[src/rtl/l2_burst_responder_pkg.sv]
// Shared constants and types for the L2 burst responder: state encoding,
// default buffer depth and the burst-length clamp.
package l2_burst_responder_pkg;

    localparam int MAX_BURST_DEFAULT = 16;

    typedef enum logic [1:0] {
        ST_IDLE   = 2'd0,
        ST_FETCH  = 2'd1,
        ST_STREAM = 2'd2
    } state_e;

    // Requested word count limited to what the buffer can hold
    function automatic int clamp_len(input logic [4:0] size, input int max_burst);
        int s;
        s = int'(size);
        return (s > max_burst) ? max_burst : s;
    endfunction

endpackage

[src/rtl/l2_burst_responder_if.sv]
// L1-facing request/stream signals and backing-memory word port, bundled so the
// responder and its environment share one connection.
interface l2_burst_responder_if;

    logic        l2_rreq;
    logic [31:0] l2_addr;
    logic [4:0]  l2_burst_size;
    logic [31:0] l2_rdata;
    logic        l2_busy;
    logic        mem_rreq;
    logic [31:0] mem_addr;
    logic [31:0] mem_rdata;
    logic        mem_ack;

    modport slave (
        input  l2_rreq, l2_addr, l2_burst_size, mem_rdata, mem_ack,
        output l2_rdata, l2_busy, mem_rreq, mem_addr
    );

    modport master (
        output l2_rreq, l2_addr, l2_burst_size, mem_rdata, mem_ack,
        input  l2_rdata, l2_busy, mem_rreq, mem_addr
    );

endinterface

[src/rtl/l2_burst_responder_buf.sv]
// Burst word buffer: one synchronous write port, one combinational read port.
// Contents are deliberately not reset; every word is written before it is read.
module l2_burst_buf #(
    parameter int DEPTH = 16,
    parameter int AW    = 4
) (
    input  logic          clk,
    input  logic          wr_en,
    input  logic [AW-1:0] wr_addr,
    input  logic [31:0]   wr_data,
    input  logic [AW-1:0] rd_addr,
    output logic [31:0]   rd_data
);

    logic [31:0] mem_r [DEPTH];

    // Capture one fetched word per acknowledged memory read
    always_ff @(posedge clk) begin
        if (wr_en) begin
            mem_r[wr_addr] <= wr_data;
        end
    end

    assign rd_data = (32'(rd_addr) < DEPTH) ? mem_r[rd_addr] : 32'h0000_0000;

endmodule

[src/rtl/l2_burst_responder.sv]
// Burst read responder: fetches LEN words from backing memory into a local
// buffer while busy, then streams them to L1 one word per cycle without stalls.
module l2_burst_responder
    import l2_burst_responder_pkg::*;
#(
    parameter int MAX_BURST = MAX_BURST_DEFAULT
) (
    input  logic                 clk,
    input  logic                 reset,
    l2_burst_responder_if.slave  bus
);

    localparam int AW = (MAX_BURST > 1) ? $clog2(MAX_BURST) : 1;
    localparam int IW = $clog2(MAX_BURST) + 1;
    localparam logic [IW-1:0] IDX_ONE  = IW'(1);
    localparam logic [IW-1:0] IDX_ZERO = {IW{1'b0}};

    state_e        state_r, state_n;
    logic [IW-1:0] len_r, len_n;
    logic [IW-1:0] fidx_r, fidx_n;
    logic [IW-1:0] sidx_r, sidx_n;
    logic          busy_r, busy_n;
    logic          mem_rreq_r, mem_rreq_n;
    logic [31:0]   mem_addr_r, mem_addr_n;
    logic          wr_en_s;
    logic [31:0]   buf_rdata_s;
    logic          unused_s;

    // The byte offset of the start address is dropped when forming the word base
    assign unused_s = ^bus.l2_addr[1:0];

    // State and datapath registers
    always_ff @(posedge clk) begin
        if (reset) begin
            state_r    <= ST_IDLE;
            len_r      <= IDX_ZERO;
            fidx_r     <= IDX_ZERO;
            sidx_r     <= IDX_ZERO;
            busy_r     <= 1'b0;
            mem_rreq_r <= 1'b0;
            mem_addr_r <= 32'h0000_0000;
        end else begin
            state_r    <= state_n;
            len_r      <= len_n;
            fidx_r     <= fidx_n;
            sidx_r     <= sidx_n;
            busy_r     <= busy_n;
            mem_rreq_r <= mem_rreq_n;
            mem_addr_r <= mem_addr_n;
        end
    end

    // Next-state and next-register logic for the fetch/stream sequence
    always_comb begin
        state_n    = state_r;
        len_n      = len_r;
        fidx_n     = fidx_r;
        sidx_n     = sidx_r;
        busy_n     = busy_r;
        mem_rreq_n = mem_rreq_r;
        mem_addr_n = mem_addr_r;
        wr_en_s    = 1'b0;

        case (state_r)
            ST_IDLE: begin
                if (bus.l2_rreq && (bus.l2_burst_size != 5'd0)) begin
                    state_n    = ST_FETCH;
                    len_n      = IW'(clamp_len(bus.l2_burst_size, MAX_BURST));
                    fidx_n     = IDX_ZERO;
                    sidx_n     = IDX_ZERO;
                    busy_n     = 1'b1;
                    mem_rreq_n = 1'b1;
                    mem_addr_n = {bus.l2_addr[31:2], 2'b00};
                end else begin
                    busy_n     = 1'b0;
                    mem_rreq_n = 1'b0;
                end
            end

            ST_FETCH: begin
                if (bus.mem_ack && mem_rreq_r) begin
                    wr_en_s    = 1'b1;
                    fidx_n     = fidx_r + IDX_ONE;
                    mem_addr_n = mem_addr_r + 32'd4;
                    if (fidx_r == (len_r - IDX_ONE)) begin
                        state_n    = ST_STREAM;
                        sidx_n     = IDX_ZERO;
                        busy_n     = 1'b0;
                        mem_rreq_n = 1'b0;
                    end else begin
                        state_n = ST_FETCH;
                    end
                end else begin
                    state_n = ST_FETCH;
                end
            end

            ST_STREAM: begin
                // One word per cycle; the last word's cycle hands back to IDLE
                if (sidx_r == (len_r - IDX_ONE)) begin
                    state_n = ST_IDLE;
                    sidx_n  = IDX_ZERO;
                    fidx_n  = IDX_ZERO;
                end else begin
                    state_n = ST_STREAM;
                    sidx_n  = sidx_r + IDX_ONE;
                end
            end

            default: begin
                state_n    = ST_IDLE;
                busy_n     = 1'b0;
                mem_rreq_n = 1'b0;
                fidx_n     = IDX_ZERO;
                sidx_n     = IDX_ZERO;
            end
        endcase
    end

    l2_burst_buf #(
        .DEPTH (MAX_BURST),
        .AW    (AW)
    ) u_buf (
        .clk     (clk),
        .wr_en   (wr_en_s),
        .wr_addr (fidx_r[AW-1:0]),
        .wr_data (bus.mem_rdata),
        .rd_addr (sidx_r[AW-1:0]),
        .rd_data (buf_rdata_s)
    );

    assign bus.l2_busy  = busy_r;
    assign bus.mem_rreq = mem_rreq_r;
    assign bus.mem_addr = mem_addr_r;
    assign bus.l2_rdata = (state_r == ST_STREAM) ? buf_rdata_s : 32'h0000_0000;

endmodule

[src/flat_wrapper.sv]
// flat-port wrapper written by rule: the top's interface ports become plain ports
module l2_burst_responder_flat import l2_burst_responder_pkg::*;
#(
    parameter int MAX_BURST = MAX_BURST_DEFAULT
)
  (clk, reset, bus_l2_rreq, bus_l2_addr, bus_l2_burst_size, bus_mem_rdata, bus_mem_ack, bus_l2_rdata, bus_l2_busy, bus_mem_rreq, bus_mem_addr);
  l2_burst_responder_if bus_i ();
  input  logic clk;
  input  logic reset;
  input wire logic [$bits(bus_i.l2_rreq)-1:0] bus_l2_rreq;
  input wire logic [$bits(bus_i.l2_addr)-1:0] bus_l2_addr;
  input wire logic [$bits(bus_i.l2_burst_size)-1:0] bus_l2_burst_size;
  input wire logic [$bits(bus_i.mem_rdata)-1:0] bus_mem_rdata;
  input wire logic [$bits(bus_i.mem_ack)-1:0] bus_mem_ack;
  output wire logic [$bits(bus_i.l2_rdata)-1:0] bus_l2_rdata;
  output wire logic [$bits(bus_i.l2_busy)-1:0] bus_l2_busy;
  output wire logic [$bits(bus_i.mem_rreq)-1:0] bus_mem_rreq;
  output wire logic [$bits(bus_i.mem_addr)-1:0] bus_mem_addr;
  assign bus_i.l2_rreq = bus_l2_rreq;
  assign bus_i.l2_addr = bus_l2_addr;
  assign bus_i.l2_burst_size = bus_l2_burst_size;
  assign bus_i.mem_rdata = bus_mem_rdata;
  assign bus_i.mem_ack = bus_mem_ack;
  assign bus_l2_rdata = bus_i.l2_rdata;
  assign bus_l2_busy = bus_i.l2_busy;
  assign bus_mem_rreq = bus_i.mem_rreq;
  assign bus_mem_addr = bus_i.mem_addr;
  l2_burst_responder #(.MAX_BURST(MAX_BURST)) u_core (.clk(clk), .reset(reset), .bus(bus_i));
endmodule
[config.mk]
export PLATFORM = sky130hd
export DESIGN_NAME = l2_burst_responder_flat
export DESIGN_NICKNAME = d
export VERILOG_FILES = /design/src/rtl/l2_burst_responder_pkg.sv /design/src/rtl/l2_burst_responder_if.sv /design/src/rtl/l2_burst_responder_buf.sv /design/src/rtl/l2_burst_responder.sv /design/src/flat_wrapper.sv
export SDC_FILE = /design/constraint.sdc
export NUM_CORES = 1
export LEC_CHECK = 0
export CAP_MARGIN = 10
export CORE_AREA = 2 2 233 235
export CTS_CLUSTER_SIZE = 12
export DETAILED_ROUTE_END_ITERATION = 6
export DIE_AREA = 0 0 235 237
export HOLD_SLACK_MARGIN = 0.06
export PLACE_DENSITY = 0.6
export SETUP_SLACK_MARGIN = 0.4
export SYNTH_ARGS = -nofsm -noshare
export SYNTH_HDL_FRONTEND = slang
export SYNTH_SLANG_ARGS = --single-unit
[constraint.sdc]
create_clock -name clk -period 11 [get_ports clk]
set_clock_uncertainty 0.2 [all_clocks]
set_input_delay 3.3 -clock clk [delete_from_list [all_inputs] [get_ports clk]]
set_output_delay 3.3 -clock clk [all_outputs]
set_load 0.02 [all_outputs]
==> impl_metrics.json <==
{
  "drt_iter0_drc": 1206,
  "async_reset_ff_share_pct": 0,
  "syn_inst": 1170,
  "io_pins": 139,
  "n_fill_cell": 4342,
  "nNetsFinal": 1403,
  "relSlewSlack_pct": 27.26,
  "clk_latency_ns": 0.62,
  "fin_crit_ns": 7.669,
  "yosysMostFrequentCell": "edfxtp_1",
  "max_stage_delay_ns": 1.02,
  "cts_resized": 0,
  "port_buffers": 134,
  "finalSetupViolCount": 0,
  "hp-class": "reg2reg",
  "core_area_mm2": 0.05328,
  "cts_tree": "built",
  "synth_top_area_share_pct": 68.05,
  "die_h_um": 237,
  "gp_congestion": 0.7789,
  "initial_utilization_pct": 42.40,
  "synthFlopType": "edfxtp_1",
  "drc": 0,
  "path_max_fanout": 80,
  "fin_setup_tns_ns": 0,
  "yosys_warnings": 0,
  "crit_arrival_ns": 4.17,
  "post_cts_buffers": 0,
  "grt_max_degree": 81,
  "grt_overflow": 0,
  "h-tree-depth": 2,
  "maxSlewViolCount": 0,
  "hold_end": "u_core.bus.mem_addr[31]",
  "crit_path_top_delay_cell": "dfxtp_4",
  "vias": 11580,
  "max_freq_mhz": 130.4,
  "ant_nets": 0,
  "worstPathRequired_ns": 7.50,
  "clk_pin_slew_ns": 0.06,
  "synth-seq-area-share_pct": 72.66,
  "dp_hpwl_um": 26030,
  "ys_seq_elements": 564,
  "crit_top_cell": "mux4_2",
  "rows": 85,
  "utilization_pct": 49.78,
  "track_usage_pct": 18.70,
  "drt-pass1-iter-count": 5,
  "netlist_top_cells_area": "edfxtp_1 68%, mux4_2 16%, dfxtp_1 4.6%",
  "worstSetupPathType": "reg2out",
  "final_area_mm2": 0.02652,
  "syn_area_mm2": 0.02259,
  "root_buffer": "clkbuf_16",
  "yosys-top-cells-count": "512 x edfxtp_1, 160 x mux4_2, 52 x dfxtp_1",
  "hold_viol_final": 0,
  "cap_violations": 0,
  "hold_depth": 2,
  "rr_endpoint": "u_core.u_buf.mem_r[0][21]",
  "grt_first_pass_wirelength_um": 77460,
  "vdd_drop_max_mv": 0.1310,
  "startpoint_type": "flip-flop",
  "routedWlPerCell_um": 25.13,
  "cts_buffers": 57,
  "clock_sinks": 564,
  "yosysUniqueCellTypes": 60,
  "dpl-instance-area_mm2": 0.02486,
  "rrSetupSlack_ns": 6.91,
  "r2r_start": "u_core.state_r[1]",
  "synth_edf_count": 512,
  "cts_hold_buffers": 0,
  "antenna_found_initial": 2,
  "hold_start": "u_core.bus.mem_addr[31]",
  "clockBufferDepth": 3,
  "path_cells": "buf_12 > mux4_2 > mux4_2 > nor2b_1 > clkdlybuf4s50_1",
  "p_per_area_mw_per_mm2": 160.9,
  "synth_top_cell_by_area": "edfxtp_1",
  "die-width_um": 235,
  "worstSetupEndpointType": "output pin",
  "die_area_mm2": 0.05570,
  "r2r_cells": 5,
  "rsz0062_at_grt": "no",
  "fin_crit_sh_pct": 69.72,
  "viasPerCell": 5.634,
  "avgSynthCellArea_um2": 19.31,
  "grt_pass1_vias": 12040,
  "wl_um": 51640,
  "worst_pin_slew_ns": 1.091,
  "p_leak_nw": 7.969,
  "hold_slack_ns": 0.3053,
  "status": "finished clean",
  "drive_gt1_share_pct": 21.30,
  "area_delta_synth_final_pct": 17.41
}
==> layout by cell type (no fill, tap or decap), types with 4 or more instances in the layout <==
master and instances:
nor3_2 6, edfxtp_1 512, a221o_1 5, a311oi_1 4, nand3_1 21, and2_1 7
clkinv_1 9, nor2_1 35, nor2_4 12, a211oi_1 7, nand4_1 9, xnor2_1 10
dfxtp_1 48, o21ai_0 27, nor2b_1 36, and4_1 4, a31oi_1 7, buf_4 25
inv_1 8, xor2_1 4, clkdlybuf4s50_1 134, or3_1 4, ha_1 7, clkinv_2 5
nand2b_1 4, nor3b_1 5, o22ai_1 4, clkbuf_1 17, a21o_1 5, nand2_1 46
nor3_1 8, a21oi_1 37, o31ai_1 9, mux4_2 160, clkbuf_16 57
==> power by group <==
part	switching [mW]	internal, mW
registers	0.0154	2.35
clock network	0.782	0.972
logic	0.0870	0.0641
==> logic make-up after synthesis <==
kind of cell,count (synthesis),synth area share (%)
buffers and inverters,75,1.390
AND/OR/NAND/NOR,212,4.846
adder cells (fa/ha/maj),7,0.3877
AO/OA/AOI/OAI,132,3.910
multiplexers,164,16.14
flip-flops,564,72.66
other,1,0.01660
XOR/XNOR,15,0.6479
==> critical path: cells and delay by family, from the launching register on <==
family,cells,cell delay [ns]
simple gates,1,0.18
mux,2,1.06
flops,1,1.02
buf+inv,2,1.17
==> registers in the layout, indices dropped and copies added (netlist names), named ones only <==
signal               cells
u_core.sidx_r            5
u_core.fidx_r            5
u_core.len_r             5
u_core.u_buf.mem_r     512
u_core.bus.mem_addr     30
u_core.state_r           2
u_core.bus.l2_busy       1
==> layer usage <==
| layer | GRT usage [%] | up-vias | part of all wire (%) |
|---|---|---|---|
| met2 | 32.78 | 309 | 52 |
| met1 | 24.53 | 6089 | 42 |
| li1 | - | 5133 | - |
| met4 | 4.641 | 0 | 1.4 |
| met3 | 2.879 | 46 | 5.0 |
| met5 | 0 | - | 0 |
==> cell type report <==
class,count,area (um^2),area share (%)
Multi-Input combinational cell,532,5987,22.57
Clock inverter,19,166.4,0.6274
Antenna cell,2,5.005,0.01887
Clock buffer,74,1490,5.618
Timing Repair Buffer,160,1549,5.840
Inverter,8,30.03,0.1132
Tap cell,696,870.8,3.283
Sequential cell,564,16430,61.93
==> per-stage QoR <==
stage | std cells | setup WS, ns | power [mW]
floorplan | 1171 | 4.353 | 2.473
global placement | 1960 | 3.833 | 2.553
detailed placement | 1960 | 3.829 | 2.558
CTS | 2053 | 3.160 | 4.316
global route | 2054 | 3.056 | 4.412
finish | 2055 | 3.331 | 4.267
==> worst max-delay path by stage <==
stage | to | startpoint
3_3_place_gp | bus_l2_rdata[30] | flip-flop
6_report | bus_l2_rdata[16] | flip-flop
5_1_grt | bus_l2_rdata[27] | flip-flop
2_1_floorplan | u_core.u_buf.mem_r[0][0] | bus_mem_ack
3_5_place_dp | bus_l2_rdata[30] | flip-flop
4_1_cts | bus_l2_rdata[30] | flip-flop
No activity file was read; power rests on OpenSTA's default activity.
